**config.mk**
```make
export PLATFORM = sky130hd
export DESIGN_NAME = ap_ctrl_profiler
export DESIGN_NICKNAME = d
export VERILOG_FILES = /design/src/rtl/ap_ctrl_profiler.sv
export SDC_FILE = /design/constraint.sdc
export NUM_CORES = 1
export LEC_CHECK = 0
export BUFFER_PORTS_ARGS = -buffer_cell sky130_fd_sc_hd__buf_2
export CAP_MARGIN = 20
export CORE_MARGIN = 10
export CORE_UTILIZATION = 50
export DETAILED_ROUTE_END_ITERATION = 7
export PLACE_DENSITY = 0.81
export SLEW_MARGIN = 20
export SYNTH_ARGS = -nofsm -noshare
export SYNTH_HDL_FRONTEND = slang
export SYNTH_SLANG_ARGS = --single-unit
```
**constraint.sdc**
```tcl
create_clock -name ap_clk -period 9 [get_ports ap_clk]
set_input_delay 2.25 -clock ap_clk [delete_from_list [all_inputs] [get_ports ap_clk]]
set_output_delay 2.25 -clock ap_clk [all_outputs]
set_load 0.005 [all_outputs]
```
**src/rtl/ap_ctrl_profiler.sv**
```systemverilog
// Purpose: drives an ap_ctrl_hs kernel through a batch of invocations and profiles latency and loop-iteration activity.
// Latency: every output is registered; cfg_start is acted on at the next edge, batch_done pulses the cycle after the batch ends.
// Backpressure: k_ap_start holds until k_ap_ready is seen; a kernel that never finishes is abandoned after TIMEOUT cycles.
module ap_ctrl_profiler #(
    parameter int CNT_W   = 32,
    parameter int RUNS_W  = 16,
    parameter int TIMEOUT = 1000000
) (
    input  logic              ap_clk,
    input  logic              ap_rst_n,
    input  logic              cfg_start,
    input  logic [RUNS_W-1:0] cfg_runs,
    output logic              k_ap_start,
    input  logic              k_ap_ready,
    input  logic              k_ap_done,
    input  logic              iter_start,
    input  logic              iter_end,
    output logic              busy,
    output logic              batch_done,
    output logic [RUNS_W-1:0] run_count,
    output logic [CNT_W-1:0]  lat_min,
    output logic [CNT_W-1:0]  lat_max,
    output logic [CNT_W-1:0]  lat_total,
    output logic [CNT_W-1:0]  iter_starts,
    output logic [CNT_W-1:0]  iter_ends,
    output logic [CNT_W-1:0]  max_inflight,
    output logic              err_timeout,
    output logic              err_iter
);

    localparam logic [CNT_W-1:0]  ONES_C = {CNT_W{1'b1}};
    localparam logic [CNT_W-1:0]  ZERO_C = {CNT_W{1'b0}};
    localparam logic [CNT_W-1:0]  ONE_C  = {{(CNT_W-1){1'b0}}, 1'b1};
    localparam logic [RUNS_W-1:0] ZERO_R = {RUNS_W{1'b0}};
    localparam logic [RUNS_W-1:0] ONE_R  = {{(RUNS_W-1){1'b0}}, 1'b1};
    localparam logic [CNT_W-1:0]  TMO_C  = CNT_W'(TIMEOUT);

    typedef enum logic [1:0] {
        ST_IDLE,
        ST_LAUNCH,
        ST_WAIT_DONE,
        ST_FINISH
    } state_t;

    state_t            state_q;
    logic              k_start_q;
    logic              busy_q;
    logic              batch_done_q;
    logic [RUNS_W-1:0] runs_q;
    logic [RUNS_W-1:0] run_cnt_q;
    logic [CNT_W-1:0]  lat_cnt_q;
    logic [CNT_W-1:0]  lat_q;
    logic [CNT_W-1:0]  lat_min_q;
    logic [CNT_W-1:0]  lat_max_q;
    logic [CNT_W-1:0]  lat_tot_q;
    logic              err_to_q;

    logic [CNT_W-1:0]  starts_q;
    logic [CNT_W-1:0]  ends_q;
    logic [CNT_W-1:0]  infl_q;
    logic [CNT_W-1:0]  max_infl_q;
    logic              err_iter_q;

    logic [CNT_W:0]    tot_sum;
    logic [CNT_W-1:0]  lat_tot_d;
    logic              batch_clr;
    logic              end_ok;
    logic [CNT_W-1:0]  infl_d;
    logic [CNT_W-1:0]  starts_d;
    logic [CNT_W-1:0]  ends_d;

    // Saturating accumulators and in-flight bookkeeping for the next edge.
    always_comb begin
        tot_sum   = {1'b0, lat_tot_q} + {1'b0, lat_q};
        lat_tot_d = tot_sum[CNT_W] ? ONES_C : tot_sum[CNT_W-1:0];
        batch_clr = (state_q == ST_IDLE) && cfg_start;
        // An end strobe with nothing in flight is a protocol error and is not counted.
        end_ok    = iter_end && (infl_q != ZERO_C);
        infl_d    = infl_q + CNT_W'(iter_start) - CNT_W'(end_ok);
        starts_d  = (starts_q == ONES_C) ? ONES_C : starts_q + ONE_C;
        ends_d    = (ends_q == ONES_C) ? ONES_C : ends_q + ONE_C;
    end

    // Batch sequencer: launch, wait for done or timeout, fold each latency into the statistics.
    always_ff @(posedge ap_clk or negedge ap_rst_n) begin
        if (!ap_rst_n) begin
            state_q      <= ST_IDLE;
            k_start_q    <= 1'b0;
            busy_q       <= 1'b0;
            batch_done_q <= 1'b0;
            runs_q       <= ZERO_R;
            run_cnt_q    <= ZERO_R;
            lat_cnt_q    <= ZERO_C;
            lat_q        <= ZERO_C;
            lat_min_q    <= ONES_C;
            lat_max_q    <= ZERO_C;
            lat_tot_q    <= ZERO_C;
            err_to_q     <= 1'b0;
        end else begin
            batch_done_q <= 1'b0;
            case (state_q)
                ST_IDLE: begin
                    if (cfg_start) begin
                        runs_q    <= cfg_runs;
                        run_cnt_q <= ZERO_R;
                        lat_min_q <= ONES_C;
                        lat_max_q <= ZERO_C;
                        lat_tot_q <= ZERO_C;
                        err_to_q  <= 1'b0;
                        if (cfg_runs != ZERO_R) begin
                            state_q   <= ST_LAUNCH;
                            busy_q    <= 1'b1;
                            k_start_q <= 1'b1;
                            lat_cnt_q <= ONE_C;
                        end else begin
                            batch_done_q <= 1'b1;
                        end
                    end
                end
                ST_LAUNCH, ST_WAIT_DONE: begin
                    if (k_ap_done) begin
                        lat_q     <= lat_cnt_q;
                        k_start_q <= 1'b0;
                        state_q   <= ST_FINISH;
                    end else if (lat_cnt_q == TMO_C) begin
                        err_to_q     <= 1'b1;
                        k_start_q    <= 1'b0;
                        busy_q       <= 1'b0;
                        batch_done_q <= 1'b1;
                        state_q      <= ST_IDLE;
                    end else begin
                        lat_cnt_q <= lat_cnt_q + ONE_C;
                        if ((state_q == ST_LAUNCH) && k_ap_ready) begin
                            k_start_q <= 1'b0;
                            state_q   <= ST_WAIT_DONE;
                        end
                    end
                end
                ST_FINISH: begin
                    lat_min_q <= (lat_q < lat_min_q) ? lat_q : lat_min_q;
                    lat_max_q <= (lat_q > lat_max_q) ? lat_q : lat_max_q;
                    lat_tot_q <= lat_tot_d;
                    run_cnt_q <= run_cnt_q + ONE_R;
                    if ((run_cnt_q + ONE_R) < runs_q) begin
                        state_q   <= ST_LAUNCH;
                        k_start_q <= 1'b1;
                        lat_cnt_q <= ONE_C;
                    end else begin
                        state_q      <= ST_IDLE;
                        busy_q       <= 1'b0;
                        batch_done_q <= 1'b1;
                    end
                end
                default: begin
                    state_q <= ST_IDLE;
                end
            endcase
        end
    end

    // Iteration strobe counters, live only while a batch is running.
    always_ff @(posedge ap_clk or negedge ap_rst_n) begin
        if (!ap_rst_n) begin
            starts_q   <= ZERO_C;
            ends_q     <= ZERO_C;
            infl_q     <= ZERO_C;
            max_infl_q <= ZERO_C;
            err_iter_q <= 1'b0;
        end else if (batch_clr) begin
            starts_q   <= ZERO_C;
            ends_q     <= ZERO_C;
            infl_q     <= ZERO_C;
            max_infl_q <= ZERO_C;
            err_iter_q <= 1'b0;
        end else if (busy_q) begin
            if (iter_start) begin
                starts_q <= starts_d;
            end
            if (end_ok) begin
                ends_q <= ends_d;
            end
            if (iter_end && !end_ok) begin
                err_iter_q <= 1'b1;
            end
            infl_q <= infl_d;
            if (infl_d > max_infl_q) begin
                max_infl_q <= infl_d;
            end
        end
    end

    assign k_ap_start   = k_start_q;
    assign busy         = busy_q;
    assign batch_done   = batch_done_q;
    assign run_count    = run_cnt_q;
    assign lat_min      = lat_min_q;
    assign lat_max      = lat_max_q;
    assign lat_total    = lat_tot_q;
    assign iter_starts  = starts_q;
    assign iter_ends    = ends_q;
    assign max_inflight = max_infl_q;
    assign err_timeout  = err_to_q;
    assign err_iter     = err_iter_q;

endmodule

```
Yosys cells after proc, flatten, opt, wreduce, memory -nomap -nowiden
Index checks and enable logic that the tools add are counted.
{ "op_classes": {"order_cmp": 4, "reduce_logical": 30, "muxes": 60, "eq_ne": 16, "add_sub_neg": 7} }
{ "op_table": {"columns": ["operator", "count"], "rows": [
  ["$mux 32", 23],
  ["$pmux 32 s2", 3],
  ["$add 32x1->32 const B", 3],
  ["$pmux 32 s3", 1],
  ["$eq 32x32->1 const B", 2],
  ["$gt 32x32->1", 2],
  ["$add 32x32->33", 1],
  ["$add 32x1->32", 1],
  ["$eq 32x20->1 const B", 1],
  ["$lt 32x32->1", 1],
  ["$pmux 16 s2", 1],
  ["$reduce_bool 32->1", 1],
  ["$sub 32x1->32", 1],
  ["$mux 1", 21],
  ["$add 16x1->16 const B", 1],
  ["$lt 16x16->1", 1],
  ["$mux 16", 1],
  ["$ne 2x2->1 const B", 8],
  ["$reduce_bool 16->1", 1],
  ["$reduce_and 2->1", 7],
  ["$reduce_bool 2->1", 7],
  ["$mux 2", 5],
  ["$reduce_and 5->1", 2],
  ["$pmux 1 s3", 3],
  ["other kinds (12)", 19]
]} }
{ "totals": {"ff_bits": 327, "elab_cells": 134, "input_bits": 23, "out_inout_bits": 213} }

Longest topological paths before layout
{ "logic_depth": {"ltp_word": 7, "depth_mapped": 29, "mapped_depth_nobuf": 28} }

Worst setup path after synthesis
No wires, ideal clock.
{ "synth_path": {"path_kind": "input to register", "start": "input iter_end", "end": "register max_infl_q[6], in the netlist max_inflight[6]", "arrival_ps": 6873, "setup_ps": 132, "path_buffers": 2, "path_slack_ps": 1995, "stages": 24, "required_ps": 8868, "path_cell_list": "and2_1 > ha_1 > inv_1 > ha_1 > fa_1 > a21oi_1 > o311a_1 > nor3_1 > a211oi_1 > a31oi_1 > o31a_1 > a211o_1 > nor2_1 > xnor2_1 > ha_1 > and4_1 > nand3_1 > o31ai_1 > or3_1 > o21a_1 > clkbuf_1 > buf_2 > mux2i_1 > nor2_1"} }
{ "synth_between": {"elab_chain_cells": 5, "word_cells_on_any_way": 8, "cone_classes": "add/sub (1); order compare (1); mux (3); reduce/logical (3)"} }
{ "synth_rtl": {"columns": ["item", "line", "text"], "rows": [
  ["from (decl)", "17", "input logic iter_end,"],
  ["$logic_and 1x1->1 (*)", "78", "end_ok = iter_end && (infl_q != ZERO_C);"],
  ["$sub 32x1->32 (*)", "79", "infl_d = infl_q + CNT_W'(iter_start) - CNT_W'(end_ok);"],
  ["$gt 32x32->1 or $mux 32 (tied branches)", "186", "if (infl_d > max_infl_q) begin"],
  ["$reduce_bool 2->1 (no line) or $mux 32 (tied branches)", null, null],
  ["$reduce_and 2->1 (no line) or $mux 32 (tied branches)", null, null],
  ["to (signal assigned)", "187", "max_infl_q <= infl_d;"],
  ["to (decl)", "61", "logic [CNT_W-1:0] max_infl_q;"]
]} }
Mark *: on every way between the ends. The rest lies on a longest branch, timed or not. The select of a mux whose other input is x is not followed.
A chain may end at the register's enable or synchronous reset.

Worst setup path in the final report
{ "layout_path": {"start": "input iter_end", "end": "register max_infl_q[19], in the netlist max_inflight[19]"} }
The elaborated chain is that of the path after synthesis.

==> results.tsv <==
stage	metric	value	unit
synth	synth_cells	2318	
synth	async_flop_share	100	%
cells_and_area	final_layout_size_suffix_gt1_share	16.0	%
timing	relSlewSlack	30.1	%
place	gp_congestion	0.932	
timing	min_period_over_period	81.5	%
detailed_routing	wl_met2	26700	um
clock_tree	clock_latency	570	ps
floorplanning	start_util	50.9	%
detailed_routing	drt-met1-wl	26000	um
detailed_routing	drt-pass1-iter-count	8	
synth	yosysTopAreaCell	dfrtp_1	
global_routing	grt_pass1_wl	96000	um
power_and_ir_drop	p_total	7.98	mW
floorplanning	num_rows	74	
floorplanning	coreArea	0.0411	mm2
min_path	hold_start	lat_total[0]$_DFFE_PN0P_	
global_routing	antenna_found_initial	0	
global_routing	grtUsageTotal	23.0	%
clock_tree	cts_tree	done	
setup_path	arrival	7750	ps
place	place_hpwl	42900	um
detailed_routing	drtAntennaViolNets	0	
setup_path	path_class	in -> reg	
detailed_routing	num_vias	18645	
synth	synth.top_cell.area_share	35.2	%
clock_tree	numCtsBuffers	41	
timing	tightest_slew	1050	ps
floorplanning	pin_count	236	
clock_tree	cts.clk_slew.worst_paths	60	ps
min_path	min_to	lat_total[0]$_DFFE_PN0P_	
power_and_ir_drop	p_per_area	333	mW/mm2
timing	slew_violations	0	
synth	syn_area_per_cell	9.04	um2
setup_path	cp_slowest_cell	o21a_2	
detailed_routing	routedWlPerCell	19.2	um
synth	syn_area	0.0209	mm2
run_status	status	completed	
clock_tree	cts.sink_count	327	
clock_tree	ctsResizeCount	0	
clock_tree	clk_path_buf_depth	3	
synth	synth_area_leaders	dfrtp_1 (35%), ha_1 (12%), nand2_1 (4.0%)	
detailed_routing	wirelength	59100	um
synth	synth_cell_types	81	
detailed_routing	highest_layer	met4	
global_routing	grt_pass1_vias	18245	
setup_path	cp-start-kind	primary input	
global_routing	overflow	0	
setup_path	r2r_setup_slack	1780	ps
cells_and_area	syn_to_final_growth	14.2	%
synth	synth-edff-count	0	
timing	hold_viol	0	
timing	max_freq	0.136	GHz
clock_tree	holdBufCountCts	0	
floorplanning	die_h	225	um
setup_path	r2r_end	max_inflight[19]$_DFFE_PN0P_	
detailed_routing	wl_met3	4720	um
setup_path	cp_num_buf_inv	3	
detailed_routing	vias_per_cell	6.05	
setup_path	cp.required	9410	ps
setup_path	crit_family	compound AO/OA/AOI/OAI gates	
synth	yosysWarningCount	0	
timing	fin_tns_setup	0	ps
timing	setup_viol	0	
cells_and_area	nets	2741	
timing	rsz0062_at_grt	no	
timing	fin_crit	7340	ps
place	io_buffers	235	
min_path	hp-class	reg -> reg	
floorplanning	die_w	225	um
setup_path	endpoint_kind	register	
timing	finalClockSkew	22.8	ps
setup_path	path_cells	buf_2 -> and2_1 -> ha_1 -> inv_1 -> ha_1 -> fa_1 -> a21oi_1 -> o311a_1 -> nor3_1 -> a211oi_1 -> a31oi_1 -> o31a_1 -> a211o_1 -> nor2_1 -> xnor2_1 -> ha_1 -> and4_1 -> nand3_1 -> nor3_1 -> o31a_1 -> o21a_2 -> buf_4 -> mux2i_1 -> nor2_1	
job	drv_cap	0	
synth	seq_area_frac_synth	39.3	%
clock_tree	postCtsSetupRepairBufs	0	
setup_path	r2r-start	infl_q[12]$_DFFE_PN0P_	
min_path	holdPathStages	2	
power_and_ir_drop	leakagePower	12.2	nW
power_and_ir_drop	ir_drop	188	uV
setup_path	worstPathMaxFanout	25	
setup_path	cpPeakStageDelay	530	ps
setup_path	rr_worst_depth	28	
clock_tree	cts_max_level	2	
cells_and_area	num_antenna_cells	0	
detailed_routing	first_iter_violations	1660	
setup_path	path_common_cell	ha_1	
synth	syn-num-nets	2541	
synth	synthFlopType	dfrtp_1	
synth	ys_seq_elements	327	
floorplanning	dieArea	0.0505	mm2
clock_tree	cts-root-buf	clkbuf_16	
detailed_routing	drc	0	
global_routing	grt_max_degree	129	
[layout by cell type, fill, tap and decap left out, drive strengths merged, types with 18 or more instances in the layout]
cell type	instances
nand4	43
dfrtp	295
inv	203
nor2b	26
nor3	56
nor2	180
xor2	25
nand2	226
and3	38
o211ai	18
a21oi	152
a211oi	48
ha	198
a21o	64
dfstp	32
a22o	56
mux2	30
buf	250
o21ai	149
clkbuf	63
nand3	59
o22a	32
xnor2	47
mux2i	38
[how the worst max path moves through the flow]
stage                        start                            to  slack (ps)  depth (start not counted)
after global routing      iter_end  max_inflight[31]$_DFFE_PN0P_        1280                         24
after floorplan           iter_end   max_inflight[6]$_DFFE_PN0P_        2000                         24
after detailed placement  iter_end  max_inflight[31]$_DFFE_PN0P_        1160                         24
after CTS                 iter_end  max_inflight[31]$_DFFE_PN0P_        1740                         24
final                     iter_end  max_inflight[19]$_DFFE_PN0P_        1660                         24
after global placement    iter_end  max_inflight[31]$_DFFE_PN0P_        1290                         25
[per-stage QoR]
| stage | instances | instance area (um2) | util, % | hold slack [ps] | setup slack (ps) |
|---|---|---|---|---|---|
| after floorplan | 2318 | 20900 | - | 446 | 2000 |
| after global placement | 3005 | 22500 | 54.8 | 481 | 1290 |
| after detailed placement | 3005 | 22500 | 54.8 | 483 | 1160 |
| after CTS | 3080 | 23900 | 58.1 | 499 | 1740 |
| after global routing | 3082 | 23900 | 58.2 | 518 | 1280 |
| final | 3082 | 23900 | 58.2 | 496 | 1660 |
[report_power, final]
part           leakage, nW  internal, mW  switching [mW]  total, mW
registers             4.31          1.80           0.277       2.08
logic                 7.19          1.66            2.59       4.25
clock network        0.661         0.979           0.670       1.65
[per-layer routing]
metal,up-vias,global-route usage [%]
met5,-,0
met1,9085,30.9
met4,0,8.40
met3,121,4.80
li1,8728,-
met2,711,36.1
[layout make-up]
cell class / instances / area [um2]
Fill cell: 3570 / 17200
Multi-Input combinational cell: 1697 / 11600
Sequential cell: 327 / 8220
Clock buffer: 63 / 1240
Inverter: 201 / 754
Timing Repair Buffer: 250 / 1330
Clock inverter: 12 / 109
Tap cell: 532 / 666
[cells by family after synthesis]
family | synth area share [%]
xor gates and xnor gates | 3.01
AOI/OAI and AO/OA | 20.5
adders and majority gates | 12.0
DFF | 39.3
and+or+nand+nor | 16.4
muxes | 3.43
buffers and inverters | 5.44
[cells in the mapped netlist (8+ instances only)]
library cell and instances:
a211oi_1 48, a21o_1 64, a21oi_1 152, a22o_1 56, a311oi_1 16, a31oi_1 16
and2_1 16, and3_1 38, and4_1 13, buf_1 9, clkbuf_1 72, dfrtp_1 295
dfstp_2 32, ha_1 198, inv_1 201, mux2_2 30, mux2i_1 38, nand2_1 225
nand2b_1 8, nand3_1 57, nand4_1 43, nor2_1 180, nor2b_1 25, nor3_1 56
nor4_1 10, o211ai_1 18, o21a_1 15, o21ai_0 146, o21bai_1 12, o22a_1 32
o31ai_1 9, xnor2_1 47, xor2_1 25
[worst register-to-register path: cells and delay by family (launching register included)]
| family | cells | cell delay [ps] |
|---|---|---|
| AOI/OAI and AO/OA | 8 | 2520 |
| xor gates and xnor gates | 1 | 80 |
| muxes | 1 | 240 |
| buffers and inverters | 3 | 540 |
| DFF | 1 | 410 |
| and+or+nand+nor | 10 | 1870 |
| adders and majority gates | 5 | 1420 |
(Power assumes the default switching activity.)
